## src/rtl/fifo_uart_sequencer.sv

```systemverilog
// Word/byte sequencer between the AXI-side TX/RX word FIFOs and a byte-wide UART core.
// Optional idle-timeout flush of a partial RX word: define FIFO_UART_RX_FLUSH_EN.
module fifo_uart_sequencer #(
    parameter int AXI_DATA_WIDTH = 32,
    parameter int BYTES_PER_WORD = AXI_DATA_WIDTH / 8,
    parameter int RX_TIMEOUT     = 1024
) (
    input  logic                      S_AXI_ACLK,
    input  logic                      S_AXI_ARESETN,
    input  logic                      tx_en,
    output logic                      read_fifo_tx,
    input  logic                      empty_tx,
    input  logic [AXI_DATA_WIDTH-1:0] fifo_r_data_tx,
    output logic [7:0]                uart_tx_data,
    output logic                      uart_tx_valid,
    input  logic                      uart_tx_ready,
    input  logic [7:0]                uart_rx_data,
    input  logic                      uart_rx_valid,
    output logic                      write_fifo_rx,
    input  logic                      full_rx,
    output logic [AXI_DATA_WIDTH-1:0] fifo_w_data_rx,
    output logic                      tx_active,
    output logic [7:0]                rx_overflow_cnt,
    output logic                      rx_flush
);

    localparam int IDX_W = (BYTES_PER_WORD > 1) ? $clog2(BYTES_PER_WORD) : 1;
    localparam logic [IDX_W-1:0] LAST_IDX = IDX_W'(BYTES_PER_WORD - 1);

    if ((AXI_DATA_WIDTH % 8) != 0 || BYTES_PER_WORD != AXI_DATA_WIDTH / 8 || RX_TIMEOUT < 1) begin : g_cfg_check
        $error("fifo_uart_sequencer: invalid parameter combination");
    end

    function automatic logic [7:0] sat_inc8(input logic [7:0] v);
        return (v == 8'hFF) ? v : v + 8'd1;
    endfunction

    // ---------------- TX: word pop and byte serialiser ----------------
    typedef enum logic {IDLE, SEND} tx_state_t;

    tx_state_t                 state_q, state_d;
    logic [AXI_DATA_WIDTH-1:0] shift_q;
    logic [IDX_W-1:0]          tx_idx_q;
    logic                      tx_vld_q;
    logic                      tx_xfer, tx_last, tx_pop;

    always_ff @(posedge S_AXI_ACLK) begin
        if (!S_AXI_ARESETN) begin
            state_q <= IDLE;
        end else begin
            state_q <= state_d;
        end
    end

    always_comb begin
        state_d = state_q;
        tx_pop  = 1'b0;
        tx_xfer = tx_vld_q && uart_tx_ready;
        tx_last = tx_xfer && (tx_idx_q == LAST_IDX);
        case (state_q)
            IDLE: begin
                if (tx_en && !empty_tx) begin
                    tx_pop  = 1'b1;
                    state_d = SEND;
                end
            end
            SEND: begin
                // Refill on the last byte keeps the byte stream gap-free across words.
                if (tx_last) begin
                    if (tx_en && !empty_tx) begin
                        tx_pop = 1'b1;
                    end else begin
                        state_d = IDLE;
                    end
                end
            end
            default: state_d = IDLE;
        endcase
    end

    always_ff @(posedge S_AXI_ACLK) begin
        if (!S_AXI_ARESETN) begin
            shift_q  <= '0;
            tx_idx_q <= '0;
            tx_vld_q <= 1'b0;
        end else if (tx_pop) begin
            shift_q  <= fifo_r_data_tx;
            tx_idx_q <= '0;
            tx_vld_q <= 1'b1;
        end else if (tx_xfer) begin
            shift_q  <= shift_q >> 8;
            tx_idx_q <= tx_idx_q + IDX_W'(1);
            if (tx_last) begin
                tx_vld_q <= 1'b0;
            end
        end
    end

    assign read_fifo_tx  = tx_pop && S_AXI_ARESETN;
    assign uart_tx_data  = shift_q[7:0];
    assign uart_tx_valid = tx_vld_q;
    assign tx_active     = (state_q == SEND);

    // ---------------- RX stage p0: little-endian byte packer ----------------
    logic [AXI_DATA_WIDTH-1:0] rx_word_p0, rx_word_nxt, word_p1;
    logic [IDX_W-1:0]          rx_idx_p0;
    logic                      rx_done, rx_timeout;
    logic                      vld_p1, flush_p1;
    logic [7:0]                ovf_cnt_q;

    always_comb begin
        rx_word_nxt = rx_word_p0;
        for (int b = 0; b < BYTES_PER_WORD; b++) begin
            if (rx_idx_p0 == IDX_W'(b)) begin
                rx_word_nxt[8*b +: 8] = uart_rx_data;
            end
        end
        rx_done = uart_rx_valid && (rx_idx_p0 == LAST_IDX);
    end

`ifdef FIFO_UART_RX_FLUSH_EN
    localparam int CNT_W = $clog2(RX_TIMEOUT + 1);

    logic [CNT_W-1:0] idle_cnt_q;

    assign rx_timeout = !uart_rx_valid && (rx_idx_p0 != '0) &&
                        (idle_cnt_q == CNT_W'(RX_TIMEOUT - 1));

    always_ff @(posedge S_AXI_ACLK) begin
        if (!S_AXI_ARESETN || uart_rx_valid || rx_idx_p0 == '0 || rx_timeout) begin
            idle_cnt_q <= '0;
        end else begin
            idle_cnt_q <= idle_cnt_q + CNT_W'(1);
        end
    end
`else
    assign rx_timeout = 1'b0;
`endif

    always_ff @(posedge S_AXI_ACLK) begin
        if (!S_AXI_ARESETN) begin
            rx_word_p0 <= '0;
            rx_idx_p0  <= '0;
            word_p1    <= '0;
            vld_p1     <= 1'b0;
            flush_p1   <= 1'b0;
            ovf_cnt_q  <= '0;
        end else begin
            vld_p1   <= 1'b0;
            flush_p1 <= 1'b0;
            if (uart_rx_valid) begin
                if (rx_done) begin
                    word_p1    <= rx_word_nxt;
                    vld_p1     <= 1'b1;
                    rx_word_p0 <= '0;
                    rx_idx_p0  <= '0;
                end else begin
                    rx_word_p0 <= rx_word_nxt;
                    rx_idx_p0  <= rx_idx_p0 + IDX_W'(1);
                end
            end else if (rx_timeout) begin
                // Cleared upper bytes give the zero padding of a flushed word.
                word_p1    <= rx_word_p0;
                vld_p1     <= 1'b1;
                flush_p1   <= 1'b1;
                rx_word_p0 <= '0;
                rx_idx_p0  <= '0;
            end
            if (vld_p1 && full_rx) begin
                ovf_cnt_q <= sat_inc8(ovf_cnt_q);
            end
        end
    end

    // ---------------- RX stage p1: push decision against full_rx ----------------
    assign write_fifo_rx   = vld_p1 && !full_rx && S_AXI_ARESETN;
    assign fifo_w_data_rx  = word_p1;
    assign rx_flush        = write_fifo_rx && flush_p1;
    assign rx_overflow_cnt = ovf_cnt_q;

endmodule

```

## config.mk

```make
export PLATFORM = sky130hd
export DESIGN_NAME = fifo_uart_sequencer
export DESIGN_NICKNAME = d
export VERILOG_FILES = /design/src/rtl/fifo_uart_sequencer.sv
export SDC_FILE = /design/constraint.sdc
export NUM_CORES = 1
export LEC_CHECK = 0
export BUFFER_PORTS_ARGS = -buffer_cell sky130_fd_sc_hd__buf_4
export CAP_MARGIN = 0
export CORE_UTILIZATION = 29
export CTS_BUF_LIST = sky130_fd_sc_hd__clkbuf_4
export CTS_CLUSTER_SIZE = 10
export DETAILED_ROUTE_END_ITERATION = 8
export PLACE_DENSITY = 0.57
export RECOVER_POWER = 100
export SLEW_MARGIN = 10
export SYNTH_ARGS = -nofsm -noshare
export SYNTH_HDL_FRONTEND = slang
export SYNTH_SLANG_ARGS = --single-unit
```

## constraint.sdc

```tcl
create_clock -name S_AXI_ACLK -period 2 [get_ports S_AXI_ACLK]
set_input_delay 0.3 -clock S_AXI_ACLK [delete_from_list [all_inputs] [get_ports S_AXI_ACLK]]
set_output_delay 0.3 -clock S_AXI_ACLK [all_outputs]
set_load 0.05 [all_outputs]
```

==> reports/qor.yml <==
skew_ns: 0.0214
nFillCells: 1598
syn_inst: 502
hp-class: "in2reg"
hold_violations: 0
synth_top_area_share_pct: 45.9
clockBufferDepth: 2
tritoncts: "built"
fin_area_um2: 5240
die_w_um: 126
synth_xor_area_share_pct: 0.390
grt_pass1_vias: 3518
crit_family: "flip-flops"
portBuffers: 98
synthToLayoutAreaGrowth_pct: 16.5
hpwl_um: 7560
async_reset_ff_share_pct: 0
cts_hold_buffers: 0
crit_chain: "ha_1 > nand3_2 > a21o_2 > nor2_4 > buf_6"
power_leakage_uw: 0.00184
clock_latency_ns: 0.47
route.detailed.drc: 0
worstMarginPinSlew_ns: 0.668
final.min_clock_period_ns: 1.89
first_pass_iters: 4
gp_congestion: 0.718
postPlaceCellArea_um2: 5320
synth_flop_cell: "dfxtp_1"
dpl.cell_count: 749
synth_common_cells: "dfxtp_1, nor2_1, nand2_1, nand3_1, mux2i_1"
cts_buffers: 9
worst-path-max-fanout: 2
cp_num_buf_inv: 1
chipHeight_um: 126
track_usage_pct: 13.9
totalWireLength_um: 10900
power_density_nw_per_um2: 710
num_vias: 3792
cts_sinks: 103
relSlewSlack_pct: 55.6
synth_largest_area_cell: "dfxtp_1"
synthesis.nets: 555
yosysMostFrequentCell: "dfxtp_1"
avgSynthCellArea_um2: 8.95
clkSlewWorstSetupHoldPaths_ns: 0.15
synthTopCellsByArea: "dfxtp_1, a311oi_2, nor2_1"
grt_max_degree: 65
fmax_mhz: 529
vias_per_cell: 4.96
final_nets: 626
period_share_pct: 94.6
synthAdderAreaFrac_pct: 1.67
antenna_found_initial: 1
vdd_drop_max_mv: 0.216
pin_count: 100
synth_top_family_by_area: "simple AND/OR/NAND/NOR gates"
rsz0062_at_grt: "no"
start_util_pct: 29.7
synth_cell_types: 40
finalPower_uw: 3720
grt_pass1_wl_um: 17700
grt-ovfl-total: 0
syn_area_um2: 4490
drtIter0Drc: 203
synth.mux.area_fraction_pct: 5.79
maxSlewViolCount: 0
critPathRequiredTime_ns: 1.70
rows: 45
ant_nets: 0
dieArea_um2: 16000
worstSetupEndpointType: "output pin"
tns_ns: 0
ys_seq_elements: 103
yosys_warnings: 0
critPathKind: "reg2out"
ys_seq_area_share_pct: 45.9
drv_cap: 0
coreArea_um2: 15100
final_cells: 765
post-route-util_pct: 34.6
htreeDepth: 3
synth_edf_count: 0
drive_gt1_share_pct: 17.5
crit_slowest_cell: "dfxtp_1"
worstPathArrival_ns: 1.59
yosys.area_share.simple_pct: 20.0
setup_viol: 0
critical_path.max_stage_delay_ns: 0.37
startpoint_type: "flop"
outcome: "finished clean"
post_drt_wl_per_cell_um: 14.2
synth-compound-area-share_pct: 19.5
cts.root.buffer_cell: "clkbuf_4"
per-layer routing:
metal  vias to the layer above  GRT usage, %  wire length (um)
met3                        15          2.91               475
met5                         -             0                 0
met1                      1790          18.2              5280
met4                         0          7.23               229
li1                       1916             -                 -
met2                        71          21.6              4890
sequential cells by signal, indices dropped and copies added (netlist names):
name             flops
fifo_w_data_rx      32
shift_q             32
rx_word_p0          24
rx_overflow_cnt      8
rx_idx_p0            2
tx_idx_q             2
tx_active            1
uart_tx_valid        1
vld_p1               1
cell type report:
cell class | instances | area (um2) | area share [%]
multi-input combinational | 343 | 2130 | 40.8
sequential | 103 | 2060 | 39.4
timing repair buffer | 111 | 682 | 13.0
tap | 188 | 235 | 4.49
clock buffer | 10 | 75.1 | 1.43
clock inverter | 4 | 25.0 | 0.478
inverter | 5 | 20.0 | 0.382
antenna | 1 | 2.50 | 0.0478
layout by cell type (no fill, tap or decap), types with 2 or more instances in the layout:
| cell | instances |
|---|---|
| a211oi_1 | 24 |
| a21oi_1 | 17 |
| a22oi_1 | 20 |
| a311oi_1 | 3 |
| a311oi_2 | 21 |
| a31oi_1 | 2 |
| and3b_1 | 3 |
| buf_12 | 3 |
| buf_4 | 55 |
| clkbuf_1 | 50 |
| clkbuf_2 | 2 |
| clkbuf_4 | 10 |
| clkinv_2 | 2 |
| dfxtp_1 | 103 |
| ha_1 | 6 |
| inv_1 | 4 |
| mux2i_1 | 26 |
| nand2_1 | 66 |
| nand3_1 | 29 |
| nand4_1 | 9 |
| nand4b_1 | 4 |
| nor2_1 | 80 |
| nor3_1 | 3 |
| o21ai_0 | 9 |
| o21ai_1 | 4 |
| o21bai_1 | 2 |
| xor2_1 | 2 |
worst reg2reg max path, stage by stage, from the launching register on:
cell,delay [ns]
dfxtp_1,0.35
ha_1,0.22
nand3_2,0.09
a21o_2,0.17
buf_4,0.22
buf_12,0.27
nor2_1,0.11
a311oi_2,0.25
cells by family (layout without fill, tap and decap cells):
| kind of cell | count (synthesis) | after routing |
|---|---|---|
| simple gates | 203 | 203 |
| fa+ha+maj | 6 | 6 |
| compound gates | 105 | 105 |
| mux | 26 | 26 |
| flops | 103 | 103 |
| buf+inv | 56 | 130 |
| xor+xnor | 2 | 2 |
| other cells | 1 | 2 |
power by group:
part	internal, uW	switching (uW)	total (uW)
clock network	253	668	921
registers	2140	47.4	2180
logic	227	384	610
through the flow:
step / hold slack [ns] / setup WS, ns
after floorplan: 0.429 / 0.0237
after global placement: 0.441 / 0.368
after detailed placement: 0.450 / 0.262
after CTS: 0.0129 / 0.0221
after global routing: 0.0454 / 0.0111
final: 0.0707 / 0.108
final timing paths:
path	startpoint	endpoint	slack (ns)	depth (start not counted)
worst max-delay path	tx_idx_q[0]$_SDFFE_PP0P_	read_fifo_tx	0.11	5
worst min-delay path	fifo_r_data_tx[29]	shift_q[29]$_SDFFE_PN0P_	0.07	3
worst max register to register	tx_idx_q[0]$_SDFFE_PP0P_	shift_q[6]$_SDFFE_PN0P_	0.26	7
worst min register to register	rx_word_p0[6]$_SDFFE_PN0P_	rx_word_p0[6]$_SDFFE_PN0P_	0.46	2
repair_timing:
item	4_1_cts	5_1_grt
setup endpoints to repair	1	1
resized for setup	1	1
pin swaps	1	0
buffers inserted	1	0
No activity file was read; power rests on OpenSTA's default activity.
